## src/rtl/branch_pkg.sv

```systemverilog
// Shared types and helpers for the KGP-RISC branch unit:
// branch opcodes, flag bit positions and the condition decoder.
package branch_pkg;

    typedef enum logic [3:0] {
        BR_NONE = 4'd0,
        BR_B    = 4'd1,
        BR_BL   = 4'd2,
        BR_BR   = 4'd3,
        BR_RET  = 4'd4,
        BR_BZ   = 4'd5,
        BR_BNZ  = 4'd6,
        BR_BLTZ = 4'd7,
        BR_BGEZ = 4'd8,
        BR_BCY  = 4'd9,
        BR_BNCY = 4'd10,
        BR_BOV  = 4'd11,
        BR_BNOV = 4'd12
    } br_op_t;

    typedef enum logic {
        ST_IDLE  = 1'b0,
        ST_FLUSH = 1'b1
    } br_state_t;

    localparam int FLAG_Z = 0;
    localparam int FLAG_C = 1;
    localparam int FLAG_S = 2;
    localparam int FLAG_V = 3;

    // Unconditional ops always take; unknown codes never do.
    function automatic logic cond_taken(input br_op_t op, input logic [3:0] f);
        case (op)
            BR_B, BR_BL, BR_BR, BR_RET: cond_taken = 1'b1;
            BR_BZ:   cond_taken = f[FLAG_Z];
            BR_BNZ:  cond_taken = !f[FLAG_Z];
            BR_BLTZ: cond_taken = f[FLAG_S];
            BR_BGEZ: cond_taken = !f[FLAG_S];
            BR_BCY:  cond_taken = f[FLAG_C];
            BR_BNCY: cond_taken = !f[FLAG_C];
            BR_BOV:  cond_taken = f[FLAG_V];
            BR_BNOV: cond_taken = !f[FLAG_V];
            default: cond_taken = 1'b0;
        endcase
    endfunction

endpackage

```

## src/rtl/branch_if.sv

```systemverilog
// Bundle between decode/ALU (master) and the branch unit (slave):
// flag load, branch request and the fetch-side redirect/flush.
interface branch_if #(
    parameter int ADDR_W = 32,
    parameter int OFF_W  = 16,
    parameter int DEPTH  = 4
);
    localparam int CNT_W = $clog2(DEPTH + 1);

    logic              flag_we;
    logic [3:0]        flags_in;
    logic              br_valid;
    logic [3:0]        br_op;
    logic [ADDR_W-1:0] pc;
    logic [OFF_W-1:0]  imm;
    logic [ADDR_W-1:0] rs_val;
    logic              busy;
    logic              redirect_valid;
    logic [ADDR_W-1:0] redirect_pc;
    logic              flush;
    logic              ras_err;
    logic [3:0]        flags_q;
    logic [CNT_W-1:0]  ras_count;

    modport master (
        output flag_we, flags_in, br_valid, br_op, pc, imm, rs_val,
        input  busy, redirect_valid, redirect_pc, flush, ras_err,
        input  flags_q, ras_count
    );

    modport slave (
        input  flag_we, flags_in, br_valid, br_op, pc, imm, rs_val,
        output busy, redirect_valid, redirect_pc, flush, ras_err,
        output flags_q, ras_count
    );
endinterface

```

## src/rtl/branch_unit_ras_stack.sv

```systemverilog
// Circular return-address stack: a full push overwrites the oldest
// entry, popping an empty stack is ignored (caller flags underflow).
module ras_stack #(
    parameter int ADDR_W = 32,
    parameter int DEPTH  = 4
) (
    input  logic                         clk,
    input  logic                         rst,
    input  logic                         push,
    input  logic                         pop,
    input  logic [ADDR_W-1:0]            push_data,
    output logic [ADDR_W-1:0]            top,
    output logic [$clog2(DEPTH+1)-1:0]   count,
    output logic                         empty
);
    localparam int PTR_W = $clog2(DEPTH);
    localparam int CNT_W = $clog2(DEPTH + 1);

    logic [ADDR_W-1:0] mem [DEPTH];
    logic [PTR_W-1:0]  ptr;

    assign top   = mem[ptr - PTR_W'(1)];
    assign empty = (count == '0);

    // Entry storage; stale slots are harmless because count guards them.
    always_ff @(posedge clk) begin
        if (push) begin
            mem[ptr] <= push_data;
        end
    end

    // Write pointer and occupancy, saturating at DEPTH.
    always_ff @(posedge clk) begin
        if (rst) begin
            ptr   <= '0;
            count <= '0;
        end else if (push) begin
            ptr <= ptr + PTR_W'(1);
            if (count != CNT_W'(DEPTH)) begin
                count <= count + CNT_W'(1);
            end
        end else if (pop && !empty) begin
            ptr   <= ptr - PTR_W'(1);
            count <= count - CNT_W'(1);
        end
    end

endmodule

```

## src/rtl/branch_unit.sv

```systemverilog
// Branch resolution: flag register, condition check, target select,
// RAS call/return and a registered redirect plus flush window.
module branch_unit
    import branch_pkg::*;
#(
    parameter int                ADDR_W       = 32,
    parameter int                OFF_W        = 16,
    parameter int                INSTR_BYTES  = 4,
    parameter int                DEPTH        = 4,
    parameter int                FLUSH_CYCLES = 2,
    parameter logic [ADDR_W-1:0] RESET_PC     = '0
) (
    input  logic     clk,
    input  logic     rst,
    branch_if.slave  bus
);
    localparam int CW = $clog2(FLUSH_CYCLES) + 1;

    br_state_t         state;
    logic [CW-1:0]     cnt;
    br_op_t            op;
    logic              accept;
    logic              taken;
    logic              push;
    logic              pop;
    logic              ras_empty;
    logic              underflow;
    logic [ADDR_W-1:0] ras_top;
    logic [ADDR_W-1:0] rel_tgt;
    logic [ADDR_W-1:0] target;
    logic [ADDR_W-1:0] link;

    assign op      = br_op_t'(bus.br_op);
    assign accept  = bus.br_valid && !bus.busy;
    assign taken   = accept && cond_taken(op, bus.flags_q);
    assign push    = taken && (op == BR_BL);
    assign pop     = taken && (op == BR_RET);
    assign underflow = pop && ras_empty;
    assign link    = bus.pc + ADDR_W'(INSTR_BYTES);
    assign rel_tgt = bus.pc
                   + {{(ADDR_W-OFF_W){bus.imm[OFF_W-1]}}, bus.imm};

    // Pick the redirect address for the op being resolved.
    always_comb begin
        target = rel_tgt;
        case (op)
            BR_BR:   target = bus.rs_val;
            BR_RET:  target = ras_empty ? RESET_PC : ras_top;
            default: target = rel_tgt;
        endcase
    end

    ras_stack #(
        .ADDR_W (ADDR_W),
        .DEPTH  (DEPTH)
    ) u_ras (
        .clk       (clk),
        .rst       (rst),
        .push      (push),
        .pop       (pop),
        .push_data (link),
        .top       (ras_top),
        .count     (bus.ras_count),
        .empty     (ras_empty)
    );

    // Flag register loads whenever asked, independent of the FSM.
    always_ff @(posedge clk) begin
        if (rst) begin
            bus.flags_q <= '0;
        end else if (bus.flag_we) begin
            bus.flags_q <= bus.flags_in;
        end
    end

    // Redirect/flush FSM with registered outputs.
    always_ff @(posedge clk) begin
        if (rst) begin
            state              <= ST_IDLE;
            cnt                <= '0;
            bus.busy           <= 1'b0;
            bus.flush          <= 1'b0;
            bus.redirect_valid <= 1'b0;
            bus.redirect_pc    <= '0;
            bus.ras_err        <= 1'b0;
        end else begin
            bus.redirect_valid <= 1'b0;
            bus.ras_err        <= 1'b0;
            case (state)
                ST_IDLE: begin
                    if (taken) begin
                        state              <= ST_FLUSH;
                        cnt                <= CW'(FLUSH_CYCLES - 1);
                        bus.busy           <= 1'b1;
                        bus.flush          <= 1'b1;
                        bus.redirect_valid <= 1'b1;
                        bus.redirect_pc    <= target;
                        bus.ras_err        <= underflow;
                    end
                end
                ST_FLUSH: begin
                    if (cnt == '0) begin
                        state     <= ST_IDLE;
                        bus.busy  <= 1'b0;
                        bus.flush <= 1'b0;
                    end else begin
                        cnt <= cnt - CW'(1);
                    end
                end
                default: state <= ST_IDLE;
            endcase
        end
    end

endmodule

```

## src/flat_wrapper.sv

```systemverilog
// flat-port wrapper written by rule: the top's interface ports become plain ports
module branch_unit_flat import branch_pkg::*;
#(
    parameter int                ADDR_W       = 32,
    parameter int                OFF_W        = 16,
    parameter int                INSTR_BYTES  = 4,
    parameter int                DEPTH        = 4,
    parameter int                FLUSH_CYCLES = 2,
    parameter logic [ADDR_W-1:0] RESET_PC     = '0
)
  (clk, rst, bus_flag_we, bus_flags_in, bus_br_valid, bus_br_op, bus_pc, bus_imm, bus_rs_val, bus_busy, bus_redirect_valid, bus_redirect_pc, bus_flush, bus_ras_err, bus_flags_q, bus_ras_count);
  branch_if #(.ADDR_W(ADDR_W), .OFF_W(OFF_W), .DEPTH(DEPTH)) bus_i ();
  input  logic clk;
  input  logic rst;
  input wire logic [$bits(bus_i.flag_we)-1:0] bus_flag_we;
  input wire logic [$bits(bus_i.flags_in)-1:0] bus_flags_in;
  input wire logic [$bits(bus_i.br_valid)-1:0] bus_br_valid;
  input wire logic [$bits(bus_i.br_op)-1:0] bus_br_op;
  input wire logic [$bits(bus_i.pc)-1:0] bus_pc;
  input wire logic [$bits(bus_i.imm)-1:0] bus_imm;
  input wire logic [$bits(bus_i.rs_val)-1:0] bus_rs_val;
  output wire logic [$bits(bus_i.busy)-1:0] bus_busy;
  output wire logic [$bits(bus_i.redirect_valid)-1:0] bus_redirect_valid;
  output wire logic [$bits(bus_i.redirect_pc)-1:0] bus_redirect_pc;
  output wire logic [$bits(bus_i.flush)-1:0] bus_flush;
  output wire logic [$bits(bus_i.ras_err)-1:0] bus_ras_err;
  output wire logic [$bits(bus_i.flags_q)-1:0] bus_flags_q;
  output wire logic [$bits(bus_i.ras_count)-1:0] bus_ras_count;
  assign bus_i.flag_we = bus_flag_we;
  assign bus_i.flags_in = bus_flags_in;
  assign bus_i.br_valid = bus_br_valid;
  assign bus_i.br_op = bus_br_op;
  assign bus_i.pc = bus_pc;
  assign bus_i.imm = bus_imm;
  assign bus_i.rs_val = bus_rs_val;
  assign bus_busy = bus_i.busy;
  assign bus_redirect_valid = bus_i.redirect_valid;
  assign bus_redirect_pc = bus_i.redirect_pc;
  assign bus_flush = bus_i.flush;
  assign bus_ras_err = bus_i.ras_err;
  assign bus_flags_q = bus_i.flags_q;
  assign bus_ras_count = bus_i.ras_count;
  branch_unit #(.ADDR_W(ADDR_W), .OFF_W(OFF_W), .INSTR_BYTES(INSTR_BYTES), .DEPTH(DEPTH), .FLUSH_CYCLES(FLUSH_CYCLES), .RESET_PC(RESET_PC)) u_core (.clk(clk), .rst(rst), .bus(bus_i));
endmodule
```

## config.mk

```make
export PLATFORM = sky130hd
export DESIGN_NAME = branch_unit_flat
export DESIGN_NICKNAME = d
export VERILOG_FILES = /design/src/rtl/branch_pkg.sv /design/src/rtl/branch_if.sv /design/src/rtl/branch_unit_ras_stack.sv /design/src/rtl/branch_unit.sv /design/src/flat_wrapper.sv
export SDC_FILE = /design/constraint.sdc
export NUM_CORES = 1
export LEC_CHECK = 0
export ABC_AREA = 1
export ABC_CLOCK_PERIOD_IN_PS = 4800
export CORE_MARGIN = 2
export CORE_UTILIZATION = 52
export CTS_CLUSTER_SIZE = 8
export DETAILED_ROUTE_END_ITERATION = 7
export PLACE_DENSITY = 0.76
export SLEW_MARGIN = 20
export SYNTH_ARGS = -nofsm -noshare
export SYNTH_HDL_FRONTEND = slang
export SYNTH_SLANG_ARGS = --single-unit
```

## constraint.sdc

```tcl
create_clock -name clk -period 4.8 [get_ports clk]
set_input_delay 0.48 -clock clk [delete_from_list [all_inputs] [get_ports clk]]
set_output_delay 0.48 -clock clk [all_outputs]
set_load 0.02 [all_outputs]
```

==> impl_summary.txt <==
----------------------------------------------------
[STA]
  Setup repair after global routing missed its margin ... no
  Maximum clock frequency ... 0.3461 GHz
  Setup violations, final ... 0
  Tcrit/Tclk final ... 0.6019
  Setup_tns ... 0 ns
  Transition time at the pin with the least slew margin ... about 1.1 ns
  Max-slew violation count ... 0
  Min Clock Period, post-route ... 2.889 ns
  Final Hold Fails ... 0
  Min Hold Slack ... roughly 0.5 ns
  Worst-case clock skew ... ~0.0088 ns
  Headroom to the max-slew limit ... 0.2524

[Setup path]
  Reg-to-reg slack, setup ... about 1.9 ns
  Top fanout value on the critical path ... 17
  Crit path arrival time ... between 3 and 4 ns
  Crit path launch type ... input port
  Kind of end point of the critical path ... flop
  Reg2reg end ... u_core.bus.redirect_pc[29]
  Number of cells on the worst reg-to-reg path ... 9
  Worst reg2reg startpoint ... u_core.u_ras.ptr[0]
  Series of cell instances along the critical path ... clkdlybuf4s50_1 -> ha_1 -> a21oi_1 -> o21ai_0 -> nand2_1 -> nand2_1 -> a21oi_1 -> nand2_1 -> nand2_1 -> nand3_1 -> a21oi_1
  WS Path Type ... input port to flop
  End point of the critical path ... u_core.bus.redirect_pc[28]
  Most frequent cell on the critical path ... sky130_fd_sc_hd__nand2_1
  Critical path required time ... 5.15 ns
  Crit-path max cell delay ... approximately 0.81 ns
  Slowest stage cell, crit path ... sky130_fd_sc_hd__clkdlybuf4s50_1
  Worst setup path startpoint ... bus_imm[15]

[Global route]
  Global-route wire length before repair ... 43.74 mm
  GRT Residual Overflow ... 0
  Overall fraction of global-route tracks in use ... 0.2822
  Number of antenna violations at the first check in global routing ... 0
  Pin count of the biggest net entering global routing ... 68
  Number of global-route vias before repair ... between 8k and 9k

[Power and ir drop]
  Areal power density over the cells ... 322.9 nW/um^2
  Share of power burned in the clock network ... 0.391
  Final total power ... 3.893 mW
  Net switching power figure ... 1.034 mW
  Sw Share ... 0.2656
  Part of the power in combinational logic ... 0.176
  Leakage power figure ... approximately 4.8 nW
  Internal power ... ~2.9 mW
  VDD IR-drop max ... approximately 0.00022 V
  Flop pwr share ... 0.433

[Drt]
  1st-pass router iterations ... 6
  Average detailed-routed wire length per instance ... around 18 um
  Via density ... about 5.8
  Number of DRC markers in iteration 0 ... between 900 and 1k
  Number of nets with antenna violations after routing ... 0
  Total Routed Length ... around 28 mm
  Detailed-route DRC error count ... 0
  Via Count ... just under 9k

[Finish]
  Most frequent cells in the layout ... sky130_fd_sc_hd__nand2_1, sky130_fd_sc_hd__nor2_1, sky130_fd_sc_hd__clkdlybuf4s50_1, sky130_fd_sc_hd__edfxtp_1, sky130_fd_sc_hd__o21ai_0
  Layout fillers ... roughly 1.6k
  Fin nets ... roughly 1.4k
  Fraction of final layout cells with drive strength greater than 1 ... 0.06574
  Post-route cell area ... 12060 um^2
  Antenna Diode Count ... 0
  Most common cell after layout, fill and taps aside ... sky130_fd_sc_hd__nand2_1
  Area Growth Syn to Fin ... 21.65%
  Share of the core filled with cells in the final layout ... 0.6446

[Floorplan]
  Core region area ... 18710 um^2
  Boundary Pins ... roughly 140
  Standard-cell rows ... 50
  Height of the die ... 142.1 um
  Effective utilization at floorplan ... 0.5299
  Area of the die ... between 20000 and 25000 um^2
  Die Width ... about 140 um

[Yosys]
  Number of distinct library cells after synthesis ... 46
  Post-Syn Area per Cell ... roughly 8.5 um^2
  Sequential-to-total area share from yosys stat ... 0.4827
  Cell count after synthesis ... approximately 1.2k
  Number of warnings printed during yosys synthesis ... 0
  Synth Register Bits ... around 180
  Post-Synthesis Cell Area ... 9912 um^2
  Syn Nets ... ~1.3k
  Fraction of synthesis flops using an asynchronous set or reset pin ... 0
  Primary flip-flop cell chosen by synthesis mapping ... sky130_fd_sc_hd__edfxtp_1
  Number of flops mapped to enable cells by yosys ... roughly 130

[Clocking]
  CTS tree ... yes
  Number of hold-repair buffers added at the cts stage ... 0
  Number of gates given a new drive strength after cts ... 0
  Clock root cell ... sky130_fd_sc_hd__clkbuf_16
  Clock-pin slew of the registers on the worst-case setup and hold paths ... about 0.070 ns
  Clock Sink Count ... between 150 and 200
  Buffer levels on the longest clock path ... 2
  Num CTS Buffers ... 17
  H-tree Lvls ... 4
  Clock latency reported for the late side of the worst-skew pair ... about 0.43 ns
  Buffer count from post-CTS setup fixing ... 0

[Placement]
  PortBufs ... between 100 and 150
  Half-perimeter wire length of the detailed placement result ... 19.96 mm
  Placer's final routability congestion estimate ... between 0.9 and 1
  Area after detailed placement ... between 10000 and 15000 um^2

[Flow run]
  Number of max-capacitance violations reported ... 0

[Min path]
  Worst Hold Class ... flop to flop

[Outcome]
  Result of the run ... finished, final reports clean

----------------------------------------------------
==> sequential cells by signal, summed over array words and instances (netlist names) <==
signal	cells
u_core.state	1
u_core.bus.flush	1
u_core.u_ras.mem	128
u_core.cnt	2
u_core.bus.redirect_pc	32
u_core.bus.flags_q	4
u_core.bus.ras_err	1
u_core.u_ras.count	3
u_core.bus.redirect_valid	1
u_core.u_ras.ptr	2
==> routing by layer <==
metal  global-route usage  routed length (um)  vias up
met4              0.07579                 473        0
met3              0.04845                2632       36
met1               0.4029               12160     4206
met2               0.4475               12910      439
met5                    0                   0        -
li1                     -                   -     4246
==> critical path: cells and delay by family <==
| kind | cells | cell delay, ns |
|---|---|---|
| AND/OR/NAND/NOR | 5 | 0.41 |
| AO/OA/AOI/OAI | 4 | 0.93 |
| adder cells (fa/ha/maj) | 1 | 0.60 |
| buffers and inverters | 1 | 0.81 |
==> logic make-up (layout without fill, tap and decap cells) <==
kind of cell	after synthesis	after routing	share of synthesized area
DFF	175	175	0.4827
adders and majority gates	39	39	0.04999
and+or+nand+nor	479	479	0.2148
buffers and inverters	155	288	0.06513
AOI/OAI and AO/OA	285	285	0.1635
xor gates and xnor gates	27	27	0.02386
==> synth_stat cells, types with 2 or more instances <==
library cell	instances	area, um^2
sky130_fd_sc_hd__a21oi_1	77	385.4
sky130_fd_sc_hd__a22o_1	16	140.1
sky130_fd_sc_hd__a22oi_1	11	82.58
sky130_fd_sc_hd__a31oi_1	11	68.82
sky130_fd_sc_hd__a31oi_2	3	37.54
sky130_fd_sc_hd__a32o_1	2	20.02
sky130_fd_sc_hd__buf_2	9	45.04
sky130_fd_sc_hd__buf_4	6	45.04
sky130_fd_sc_hd__buf_6	4	45.04
sky130_fd_sc_hd__clkbuf_1	22	82.58
sky130_fd_sc_hd__dfxtp_1	47	940.9
sky130_fd_sc_hd__edfxtp_1	128	3844
sky130_fd_sc_hd__ha_1	38	475.5
sky130_fd_sc_hd__inv_1	110	412.9
sky130_fd_sc_hd__inv_2	3	11.26
sky130_fd_sc_hd__nand2_1	204	765.7
sky130_fd_sc_hd__nand2_2	3	18.77
sky130_fd_sc_hd__nand2_4	2	22.52
sky130_fd_sc_hd__nand3_1	55	275.3
sky130_fd_sc_hd__nand3_2	4	40.04
sky130_fd_sc_hd__nand3b_1	8	60.06
sky130_fd_sc_hd__nand4_1	12	75.07
sky130_fd_sc_hd__nor2_1	155	581.8
sky130_fd_sc_hd__nor2_2	4	25.02
sky130_fd_sc_hd__nor2_4	4	45.04
sky130_fd_sc_hd__nor3_1	10	50.05
sky130_fd_sc_hd__nor3_2	4	40.04
sky130_fd_sc_hd__o21a_1	4	30.03
sky130_fd_sc_hd__o21ai_0	127	635.6
sky130_fd_sc_hd__o21bai_1	2	15.01
sky130_fd_sc_hd__o22ai_1	28	175.2
sky130_fd_sc_hd__or2_2	8	50.05
sky130_fd_sc_hd__xnor2_1	10	87.58
sky130_fd_sc_hd__xor2_1	17	148.9
==> final cells by class <==
class                           instances  area, um^2  area share
Clock buffer                           17       425.4     0.03528
Clock inverter                         15       232.7     0.01930
Timing Repair Buffer                  142        1401      0.1162
Sequential cell                       175        4786      0.3969
Multi-Input combinational cell        830        4492      0.3725
Inverter                              114       427.9     0.03549
Tap cell                              234       292.8     0.02428
==> through the flow <==
step / worst slack [ns] / instances
floorplan: 1.859 / 1160
global placement: 1.599 / 1495
detailed placement: 1.556 / 1495
CTS: 1.994 / 1527
global route: 1.669 / 1527
finish: 1.911 / 1527
==> power by group through the flow <==
stage          combinational, mW  clock (mW)  sequential (mW)
2_1_floorplan              0.352           0             1.75
6_report                   0.685        1.52             1.69
3_5_place_dp               0.667           0             1.72
4_1_cts                    0.672        1.53             1.69
5_1_grt                    0.748        1.59             1.69
3_3_place_gp               0.661           0             1.72
==> worst min-delay path by stage <==
| stage | end | start | cells past startpoint |
|---|---|---|---|
| after floorplan | u_core.cnt[1] | u_core.cnt[1] | 2 |
| after global placement | u_core.cnt[1] | u_core.cnt[1] | 2 |
| after detailed placement | u_core.cnt[1] | u_core.cnt[1] | 2 |
| after CTS | u_core.bus.flags_q[2] | u_core.bus.flags_q[2] | 2 |
| after global routing | u_core.cnt[0] | u_core.cnt[0] | 2 |
| final | u_core.bus.flags_q[2] | u_core.bus.flags_q[2] | 2 |
No activity file was read; power rests on OpenSTA's default activity.
